===== src/rtl/cordic_atan_seq.sv =====
// Sequential CORDIC vectoring arctangent (degrees x 65536); optional mag output under CORDIC_MAG_EN.
// Latency: out_valid rises ITER+2 edges after the accept edge (accept, PRE, ITER rotations).
// Backpressure: in_ready only in IDLE; DONE holds out/out_valid until out_ready.
module cordic_atan_seq #(
    parameter int ITER = 16,
    parameter int W    = 32
) (
    input  logic                clk,
    input  logic                rst,
    input  logic                in_valid,
    output logic                in_ready,
    input  logic signed [W-1:0] inx,
    input  logic signed [W-1:0] iny,
    output logic                out_valid,
    input  logic                out_ready,
    output logic signed [W-1:0] out,
    output logic                busy
`ifdef CORDIC_MAG_EN
    ,
    output logic [W+1:0]        mag
`endif
);
    localparam int IW = $clog2(ITER);
    localparam logic [IW-1:0] ILAST = IW'(ITER - 1);
    localparam logic signed [W-1:0] Z_P90 = W'(5898240);
    localparam logic signed [W-1:0] Z_N90 = W'(-5898240);

    typedef enum logic [1:0] {IDLE, PRE, ROT, DONE} state_t;

    state_t              state, state_n;
    logic signed [W+1:0] x, y, xr, yr, xs, ys;
    logic signed [W-1:0] z, zr;
    logic [IW-1:0]       i;
    logic                zero_flag;
    logic                last;

    function automatic logic signed [W-1:0] atan_lut(input logic [4:0] k);
        logic signed [W-1:0] v;
        case (k)
            5'd0:    v = 2949120;
            5'd1:    v = 1740967;
            5'd2:    v = 919879;
            5'd3:    v = 466945;
            5'd4:    v = 234379;
            5'd5:    v = 117304;
            5'd6:    v = 58666;
            5'd7:    v = 29335;
            5'd8:    v = 14668;
            5'd9:    v = 7334;
            5'd10:   v = 3667;
            5'd11:   v = 1833;
            5'd12:   v = 917;
            5'd13:   v = 458;
            5'd14:   v = 229;
            5'd15:   v = 115;
            5'd16:   v = 57;
            5'd17:   v = 29;
            5'd18:   v = 14;
            5'd19:   v = 7;
            5'd20:   v = 4;
            5'd21:   v = 2;
            5'd22:   v = 1;
            default: v = '0;
        endcase
        return v;
    endfunction

    assign last = (i == ILAST);

    always_ff @(posedge clk or posedge rst) begin
        if (rst) state <= IDLE;
        else     state <= state_n;
    end

    always_comb begin
        state_n   = state;
        in_ready  = 1'b0;
        out_valid = 1'b0;
        busy      = 1'b1;
        out       = '0;
        case (state)
            IDLE: begin
                in_ready = 1'b1;
                busy     = 1'b0;
                if (in_valid) state_n = PRE;
            end
            PRE: state_n = ROT;
            ROT: if (last) state_n = DONE;
            DONE: begin
                out_valid = 1'b1;
                out       = zero_flag ? '0 : z;
                if (out_ready) state_n = IDLE;
            end
            default: state_n = IDLE;
        endcase
    end

    // One micro-rotation: drive y toward zero, accumulate the rotated angle in z.
    always_comb begin
        xs = x >>> i;
        ys = y >>> i;
        if (!y[W+1]) begin
            xr = x + ys;
            yr = y - xs;
            zr = z + atan_lut(5'(i));
        end else begin
            xr = x - ys;
            yr = y + xs;
            zr = z - atan_lut(5'(i));
        end
    end

    always_ff @(posedge clk or posedge rst) begin
        if (rst) begin
            x         <= '0;
            y         <= '0;
            z         <= '0;
            i         <= '0;
            zero_flag <= 1'b0;
        end else begin
            case (state)
                IDLE: if (in_valid) begin
                    x <= {{2{inx[W-1]}}, inx};
                    y <= {{2{iny[W-1]}}, iny};
                    z <= '0;
                end
                PRE: begin
                    zero_flag <= (x == '0) && (y == '0);
                    i         <= '0;
                    // Fold the left half-plane into the right so rotations cover the residual.
                    if (x[W+1] && !y[W+1]) begin
                        x <= y;
                        y <= -x;
                        z <= Z_P90;
                    end else if (x[W+1]) begin
                        x <= -y;
                        y <= x;
                        z <= Z_N90;
                    end else begin
                        z <= '0;
                    end
                end
                ROT: begin
                    x <= xr;
                    y <= yr;
                    z <= zr;
                    i <= last ? '0 : i + 1'b1;
                end
                default: ;
            endcase
        end
    end

`ifdef CORDIC_MAG_EN
    always_ff @(posedge clk or posedge rst) begin
        if (rst)                  mag <= '0;
        else if (state == ROT && last) mag <= zero_flag ? '0 : xr;
    end
`endif

endmodule


===== config.mk =====
export PLATFORM = sky130hd
export DESIGN_NAME = cordic_atan_seq
export DESIGN_NICKNAME = d
export VERILOG_FILES = /design/src/rtl/cordic_atan_seq.sv
export SDC_FILE = /design/constraint.sdc
export NUM_CORES = 1
export LEC_CHECK = 0
export CAP_MARGIN = 20
export CORE_MARGIN = 8
export CORE_UTILIZATION = 50
export DETAILED_ROUTE_END_ITERATION = 16
export PLACE_DENSITY_LB_ADDON = 0.25
export RECOVER_POWER = 50
export SETUP_SLACK_MARGIN = 0.02
export SYNTH_ARGS = -nofsm -noshare
export SYNTH_HDL_FRONTEND = slang
export SYNTH_SLANG_ARGS = --single-unit
export TNS_END_PERCENT = 50

===== constraint.sdc =====
create_clock -name clk -period 9.1 [get_ports clk]
set_input_delay 1.82 -clock clk [delete_from_list [all_inputs] [get_ports clk]]
set_output_delay 1.82 -clock clk [all_outputs]
set_load 0.01 [all_outputs]

Word level (Yosys, flattened, before mapping)
Memories as Yosys holds them, arrays and structs flattened.
Cells that the tools add are included.
Word-level totals
  register bits: 107
  word-level logic and storage cells: 67
  input port bits: 68
  memories kept: 2
  output and inout port bits: 35
  bits in read-only memories: 704
Memory list
  (name not given): depth 16, bits a word 22, rd ports 1, clocked after Yosys merged registers in 0, write ports 0, RTL line 39  | case (k)
  (name not given): depth 16, bits a word 22, rd ports 1, clocked after Yosys merged registers in 0, write ports 0, RTL line 39
Cells by class
  mux-type cells: 28
  equal/unequal tests: 8
  shift-type cells: 2
  reductions and logical operators: 11
  $add $sub $neg: 9
Operators with widths (count)
  $mux W34: 8
  $mux W32: 8
  $pmux W34 S3: 2
  $pmux W32 S3: 1
  $add A34 B34 Y34: 2
  $logic_not A34 Y1: 2
  $neg A34 Y34: 2
  $sshr A34 B4 Y34: 2
  $sub A34 B34 Y34: 2
  $add A32 B32 Y32: 1
  $sub A32 B32 Y32: 1
  $pmux W2 S4: 1
  $pmux W4 S2: 1
  $mux W2: 3
  $ne A2 B2 Y1 const B: 3
  $reduce_and A3 Y1: 2
  $add A4 B1 Y4 const B: 1
  $eq A2 B2 Y1 const B: 2
  $eq A4 B4 Y1 const B: 1
  $mux W4: 1
  $mux W1: 3
  $ne A3 B3 Y1 const B: 1
  $reduce_bool A3 Y1: 1
  $eq A2 B1 Y1 const B: 1
  other kinds (5): 6

Depth between registers and ports, before layout
Gate-level depths: netlist of the first run.
An unclocked memory read counts as a cell.
  depth in word-level cells: 5
  depth in mapped cells: 28
  mapped depth without buffers: 23

Worst setup path before layout of the first run
No wires, ideal clock.
  path kind: register -> register
  from: register i[2]
  to: register y[27]
  stages on the path, launching flop included: 25
  path slack: 3.003 ns
  required time: 8.968 ns
  arrival time: 5.965 ns
  path buffers: 7
  clock period less this slack: 6.097 ns
  setup time: 0.132 ns
  cells stage by stage: dfrtp_1 clkbuf_1 clkbuf_1 buf_1 clkbuf_1 clkbuf_1 clkbuf_1 clkbuf_1 nand2_1 nand2_1 ha_1 and2_1 nor2_1 xnor2_1 ha_1 and3_1 a2111oi_0 o21ai_0 a2111oi_0 o31ai_1 a21oi_1 o21ai_0 xnor2_1 a221oi_1 o21ai_0
Between the ends
  word-level cells in the longest chain between the ends: 4
  elaborated cells between the ends (all ways): 5
  those cells by class: 2 x add/sub; 1 x shift; 2 x mux
Ends and longest elaborated chain
  start, declared: RTL line 33  | logic [IW-1:0] i;
  start signal, assigned: RTL line 147  | i <= last ? '0 : i + 1'b1;
  $sshr A34 B4 Y34 (*): RTL line 100  | xs = x >>> i;
  $sub A34 B34 Y34 / $add A34 B34 Y34 (equally long branches): RTL line 104, 108
  $mux W34 (*): RTL line 102  | if (!y[W+1]) begin
  $pmux W34 S3 (*): RTL line 121  | case (state)
  end signal, assigned: RTL line 124  | y <= {{2{iny[W-1]}}, iny};
  end signal, assigned: RTL line 133  | y <= -x;
  end signal, assigned: RTL line 145  | y <= yr;
  end, declared: RTL line 31  | logic signed [W+1:0] x, y, xr, yr, xs, ys;
Every way passes the cells marked *; elsewhere a longest branch is shown, timed or not.
A chain may end at the register's enable or synchronous reset.

Final worst setup path of the first run
  from: register i[3]
  to: register x[30]
Between the ends
  word-level cells in the longest chain between the ends: 4
  elaborated cells between the ends (all ways): 5
  those cells by class: 2 x add/sub; 1 x shift; 2 x mux
Ends and longest elaborated chain
  $sshr A34 B4 Y34 (*): RTL line 101  | ys = y >>> i;
  $add A34 B34 Y34 / $sub A34 B34 Y34 (equally long branches): RTL line 103, 107
  $mux W34 (*): RTL line 102
  $pmux W34 S3 (*): RTL line 121
  end signal, assigned: RTL line 123  | x <= {{2{inx[W-1]}}, inx};
  end signal, assigned: RTL line 132  | x <= y;
  end signal, assigned: RTL line 136  | x <= -y;
  end, declared: RTL line 31
Marks and branches as above.

==> summary.txt, run 1 <==
Run status
  • Status: complete, but fails checks
  • Violated checks: capacitance limit, slew limit

Critical path
  • Max FO, Critical Path: 75
  • Worst setup SP type: flop
  • Required @ worst endpoint: about 9.4 ns
  • Worst setup path category: flop to flop
  • CP startpoint: i[3]$_DFFE_PP0N_
  • Launching point of the worst reg2reg path: i[3]$_DFFE_PP0N_
  • Nature of the critical path endpoint: flop
  • Data arrival, critical path: just over 7 ns

Clock network
  • Hold Buf Count CTS: 0
  • Latest clock arrival within the worst-skew pair: approximately 0.41 ns
  • Number of setup buffers added after CTS: 0
  • TritonCTS clock tree: done
  • Max clock buf depth: 2
  • Number of sinks handled by clock tree synthesis: 107
  • Total CTS buffers: 9
  • Clk Tree Root Cell: clkbuf_16
  • H-tree levels: 3
  • Cts repair resizes: 0
  • Clock transition time at the flip-flop clock pins of the worst setup and hold paths: 0.09 ns

STA
  • Fin Setup TNS: 0 ns
  • Hold Fails Final Rpt: 0
  • Clock tree skew after final layout: 0.0159 ns
  • Max Clk Rate: 143 MHz
  • Max_slew headroom: -105%
  • Pins over their slew limit: about 230
  • Slew @ Worst Pin: 3.06 ns
  • Count of endpoints failing setup in the final report: 0
  • Setup repair after global routing missed its margin: no
  • Portion of the clock cycle consumed by the worst path in the final layout: about three quarters
  • Period minus WS final: between 6 and 7 ns

Logic synthesis
  • Ys async rst share: 100%
  • Number of warning messages in the yosys log: 0
  • Total nets after synthesis: ~2,500
  • Cell area after synthesis: ~18,000 µm²
  • Count of unique library cells instantiated by Yosys: between 90 and 100
  • Per-instance average area after synthesis: 7.65 µm²
  • Predominant post-synthesis flop cell: dfrtp_1
  • Flop and latch count out of synthesis: approximately 110
  • Instance count of the mapped netlist: between 2,000 and 2,500
  • Post-synth EDFFs: 0
  • Proportion of synthesized chip area in sequential cells: between 10% and 20%

Cells and area
  • Share of cells above drive strength 1: roughly 7.7%
  • Fin nets: around 2,500
  • Diode insertion count for antenna repair: 0
  • Area grow syn2layout: 7.77%

Worst hold path
  • Beginning of the worst hold path: z[8]$_DFFE_PP0P_
  • Classification of the worst-slack hold path: flop to flop

Floorplan
  • I/O pin total: ~100
  • Die X-Extent: roughly 200 µm
  • Number of core rows: just under 70
  • Core box area: between 30,000 and 40,000 µm²
  • Initial cell density of the core: 50.7%
  • DIE AREA: 42,300 µm²
  • Die Height: a little over 200 µm

Placed design
  • Port-buffer cells: about 100
  • Routability-driven placement congestion ratio: ~1.0
  • Hpwl dp: 48,200 µm

Drt
  • TritonRoute pass-1 iters: 8
  • Count of antenna-violating nets left after detailed routing: 0
  • Overall routed net length: 66,200 µm
  • Remaining routing DRC violations: 0
  • Vias: 18,951
  • Wire length per cell after detailed routing: roughly 24 µm
  • Vias per cell: just under 7
  • Initial DRC Count: roughly 2,100

Global route
  • Pin count of the biggest net entering global routing: 76
  • GR Overflow Total: 0
  • Via count of the first global-routing pass: 18,266
  • Antenna violations before repair: 0
  • Total GRT Usage: 30.6%
  • First-pass GRT wire length: 103,000 µm

Job
  • Max-cap violations: 5
[cell type report]
| type | count | area (µm²) |
|---|---|---|
| clock inverter | 6 | 53.8 |
| tap | 461 | 577 |
| timing repair buffer | 133 | 1230 |
| inverter | 76 | 287 |
| multi-input combinational | 1983 | 14300 |
| clock buffer | 10 | 229 |
| sequential | 107 | 2700 |
| fill | 3376 | 16100 |
[cells by family (layout without fill, tap and decap cells)]
family / Yosys count / count (layout) / share of synthesized area (%)
AO/OA/AOI/OAI: 776 / 776 / 27.9
XOR/XNOR: 215 / 215 / 10.5
adder cells (fa/ha/maj): 115 / 115 / 8.13
buffers and inverters: 260 / 225 / 5.82
flip-flops: 107 / 107 / 14.9
multiplexers: 157 / 157 / 13.0
AND/OR/NAND/NOR: 720 / 720 / 19.7
[worst max-delay path, stage by stage, from the launching register on]
cell,delay [ns]
dfrtp_4,0.82
clkinv_1,0.12
clkbuf_1,1.17
mux4_2,0.46
or3_1,0.35
o22a_1,0.26
nor3_4,0.33
o21ai_0,0.16
xnor2_1,0.18
ha_1,0.37
a21o_1,0.22
a21o_1,0.19
a31o_2,0.26
a221oi_1,0.48
nand3_1,0.20
a31oi_1,0.40
o21ai_0,0.23
a31oi_1,0.33
xnor2_1,0.18
o21ai_0,0.13
[state kept, by name, summed over array words and instances (netlist names)]
signal	cells
i	4
y	34
state	2
zero_flag	1
x	34
z	32
[cell usage after synthesis (16+ instances only)]
| cell | number | area (µm²) |
|---|---|---|
| a211oi_1 | 22 | 165 |
| a21o_1 | 43 | 323 |
| a21oi_1 | 191 | 956 |
| a221oi_1 | 47 | 412 |
| a22oi_1 | 18 | 135 |
| a31oi_1 | 27 | 169 |
| and2_1 | 49 | 307 |
| and3_1 | 24 | 150 |
| buf_1 | 27 | 101 |
| buf_2 | 17 | 85.1 |
| clkbuf_1 | 131 | 492 |
| dfrtp_1 | 107 | 2680 |
| ha_1 | 112 | 1400 |
| inv_1 | 70 | 263 |
| mux2_2 | 44 | 495 |
| mux2i_1 | 58 | 581 |
| mux4_2 | 50 | 1130 |
| nand2_1 | 211 | 792 |
| nand2b_1 | 35 | 219 |
| nand3_1 | 30 | 150 |
| nor2_1 | 188 | 706 |
| nor2b_1 | 27 | 169 |
| nor3_1 | 56 | 280 |
| o211ai_1 | 27 | 203 |
| o21a_1 | 16 | 120 |
| o21ai_0 | 196 | 981 |
| o21bai_1 | 20 | 150 |
| o31ai_1 | 51 | 383 |
| or3_1 | 22 | 138 |
| xnor2_1 | 137 | 1200 |
| xor2_1 | 77 | 674 |
[stage by stage]
step / instance area (µm²) / util [%] / setup WS (ns) / hold slack (ns) / cells
floorplan: 18000 / - / 3.00 / 0.454 / 2350
global placement: 19100 / 53.8 / 2.51 / 0.501 / 2760
detailed placement: 19100 / 53.8 / 2.46 / 0.506 / 2760
CTS: 19400 / 54.6 / 2.42 / 0.526 / 2776
global route: 19400 / 54.6 / 1.41 / 0.552 / 2776
finish: 19400 / 54.6 / 2.11 / 0.519 / 2776
[cells in the final DEF, fill, tap and decap left out, types with 7 or more instances in the layout]
master           count
nor3_1              56
clkbuf_16            9
o31ai_1             51
inv_1               69
buf_4               26
mux2_2              44
nand2b_1            35
a22oi_1             18
or3_1               22
o211ai_1            27
mux2i_1             58
ha_1               110
o22ai_1             14
and2_1              49
a21oi_1            190
nand2_1            211
a21o_1              43
nor2b_1             26
a221oi_1            47
a211oi_1            22
and3_1              24
o221ai_1            11
clkdlybuf4s50_1     97
nand3_1             30
o21bai_1            20
o21a_1              16
o41ai_1             13
nor4_1              10
mux4_2              50
dfrtp_1            102
o21ai_0            195
a21boi_0             9
nor2_1             187
or2_2                7
xor2_1              77
nor3b_1              8
nand4_1             13
or4_1               14
xnor2_1            137
a31oi_1             27
[routing by layer]
layer  track usage [%]  vias to the layer above  share of wire [%]
met3              5.34                      188                 10
li1                  -                     8626                  -
met4              14.1                        0                4.5
met2              49.8                     1066                 46
met1              39.2                     9071                 39
met5                 0                        -                  0
[final timing paths]
check	to	slack, ns	cells after the start
min in group asynchronous	z[3]$_DFFE_PP0P_	2.75	2
setup / recovery	x[30]$_DFFE_PP0P_	2.11	19
hold reg to reg	z[8]$_DFFE_PP0P_	0.52	2
max in group asynchronous	y[33]$_DFFE_PP0P_	2.45	3
hold / removal	z[8]$_DFFE_PP0P_	0.52	2
setup reg to reg	x[30]$_DFFE_PP0P_	2.11	19
Power of run 1 is not shown: default switching activity piles up to over one toggle a cycle in this logic, so the estimate is an artifact.
==> run 2: changes to the inputs <==
clock period = 7.07 ns   (was 9.1 ns; I/O delays follow)
==> summary.txt, run 2 (same netlist as run 1, synthesis figures left out) <==
Run status
  • Status: complete, but fails checks
  • Violated checks: capacitance limit, slew limit

STA
  • Fin Setup TNS: 0 ns (unchanged)
  • Slew @ Worst Pin: 3.50 ns (+0.438 ns)
  • Pins over their slew limit: 171 (-27%)
  • WHS: 0.517 ns (-0.00198 ns)
  • Clock tree skew after final layout: 0.0188 ns (+0.00281 ns)
  • Portion of the clock cycle consumed by the worst path in the final layout: 92.1% (+15 points)
  • Period minus WS final: 6.51 ns (-0.478 ns)
  • Hold Fails Final Rpt: 0 (unchanged)
  • Max_slew headroom: -133% (-28 points)
  • Count of endpoints failing setup in the final report: 0 (unchanged)
  • Max Clk Rate: 154 MHz (+7.3%)
  • Setup repair after global routing missed its margin: no

Cells and area
  • Commonest non-fill, non-tap cells in the layout: nand2_1, o21ai_0, a21oi_1
  • FILL cells: 3,373 (-0.089%)
  • Most frequent standard cell in the layout excluding fill and tap cells: nand2_1
  • Regs by FF count: x x34, y x34, z x32
  • Diode insertion count for antenna repair: 0 (unchanged)
  • Share of cells above drive strength 1: 8.25% (+0.52 points)
  • Fin nets: 2,505 (+0.48%)
  • Area grow syn2layout: 8.39%
  • Post-route cell area: 19,500 µm² (+0.57%)

Global route
  • Antenna violations before repair: 0 (unchanged)
  • First-pass GRT wire length: 103,000 µm (+0.25%)
  • Pin count of the biggest net entering global routing: 70 (-7.9%)
  • Via count of the first global-routing pass: 18,214 (-0.28%)
  • GR Overflow Total: 0 (unchanged)
  • Total GRT Usage: 30.7% (+0.038 points)

Floorplan
  • Die Height: 206 µm (unchanged)
  • Number of core rows: 69 (unchanged)
  • Die X-Extent: 206 µm (unchanged)
  • DIE AREA: 42,300 µm² (unchanged)
  • Core box area: 35,500 µm² (unchanged)
  • Initial cell density of the core: 50.7% (unchanged)
  • I/O pin total: 103 (unchanged)

Drt
  • Vias per cell: 6.77 (-0.81%)
  • Count of antenna-violating nets left after detailed routing: 0 (unchanged)
  • Initial DRC Count: 1,992 (-7.1%)
  • TritonRoute pass-1 iters: 6 (-2)
  • Vias: 18,878 (-0.39%)
  • Overall routed net length: 65,700 µm (-0.84%)
  • Wire length per cell after detailed routing: 23.6 µm (-1.3%)
  • Remaining routing DRC violations: 0 (unchanged)

Job
  • Max-cap violations: 3 (-2)

Placed design
  • Routability-driven placement congestion ratio: 0.982 (-2.8%)
  • Hpwl dp: 48,000 µm (-0.46%)
  • Port-buffer cells: 102 (unchanged)
  • Placement Cell Area: 19,200 µm² (+0.50%)

Critical path
  • Required @ worst endpoint: 7.35 ns (-2.03 ns)
  • Max FO, Critical Path: 44 (-41%)
  • Nature of the critical path endpoint: flop
  • Data arrival, critical path: 6.79 ns (-0.48 ns)
  • Worst setup path category: flop to flop
  • Worst setup SP type: flop

Clock network
  • Total CTS buffers: 9 (unchanged)
  • Latest clock arrival within the worst-skew pair: 0.40 ns (about the same)
  • H-tree levels: 3 (unchanged)
  • Clk Tree Root Cell: clkbuf_16
  • Hold Buf Count CTS: 0 (unchanged)
  • Number of setup buffers added after CTS: 0 (unchanged)
  • Cts repair resizes: 0 (unchanged)
  • TritonCTS clock tree: done
  • Clock transition time at the flip-flop clock pins of the worst setup and hold paths: 0.09 ns (about the same)
  • Max clock buf depth: 2 (unchanged)
  • Number of sinks handled by clock tree synthesis: 107 (unchanged)

Worst hold path
  • Classification of the worst-slack hold path: flop to flop
[run 2: worst max-delay path: stages, from the launching register on]
cell	delay, ns
dfrtp_4	0.85
buf_4	0.64
nand2b_1	0.11
o22ai_1	0.27
a21oi_1	0.11
nand2_1	0.11
nand2_1	0.08
ha_1	0.20
and2_1	0.18
nor2_1	0.14
xnor2_1	0.14
ha_1	0.28
and3_1	0.16
a2111oi_0	0.68
o21ai_0	0.41
a2111oi_0	0.66
buf_4	0.23
o31ai_1	0.08
a21oi_1	0.29
o21ai_0	0.17
xnor2_1	0.14
a221oi_1	0.27
o21ai_0	0.14
[run 2: layer usage]
| layer | vias to the layer above | wire (µm) | share of wire [%] | track usage [%] |
|---|---|---|---|---|
| li1 | 8669 | - | - | - |
| met4 | 0 | 3270 | 5.0 | 16.0 |
| met2 | 1008 | 29700 | 45 | 49.0 |
| met1 | 8991 | 26600 | 41 | 39.5 |
| met3 | 210 | 6110 | 9.3 | 4.86 |
| met5 | - | 0 | 0 | 0 |
[run 2: final timing paths]
kind	start	endpoint	slack, ns	cells past startpoint
setup / recovery	i[1]$_DFFE_PP0N_	y[27]$_DFFE_PP0P_	0.56	22
hold / removal	z[15]$_DFFE_PP0P_	z[15]$_DFFE_PP0P_	0.52	2
setup reg to reg	i[1]$_DFFE_PP0N_	y[27]$_DFFE_PP0P_	0.56	22
hold reg to reg	z[15]$_DFFE_PP0P_	z[15]$_DFFE_PP0P_	0.52	2
max in group asynchronous	rst	i[2]$_DFFE_PP0N_	1.04	3
min in group asynchronous	rst	state[1]$_DFFE_PP0P_	2.41	2
[run 2: area by class of cell]
class / instances / area, µm² / share of cell area (%)
tap: 461 / 577 / 2.96
timing repair buffer: 145 / 1350 / 6.95
clock buffer: 9 / 225 / 1.16
inverter: 76 / 287 / 1.47
multi-input combinational: 1983 / 14300 / 73.4
sequential: 107 / 2700 / 13.8
clock inverter: 7 / 52.6 / 0.270
[run 2: metrics by stage]
| step | util [%] | instances | setup WS, ns |
|---|---|---|---|
| after floorplan | - | 2350 | 0.973 |
| final | 54.9 | 2788 | 0.559 |
| after global placement | 54.1 | 2771 | 0.750 |
| after detailed placement | 54.1 | 2771 | 0.686 |
| after global routing | 54.9 | 2788 | 0.0820 |
| after CTS | 54.9 | 2787 | 0.642 |
Power of run 2 is left out for the same reason.
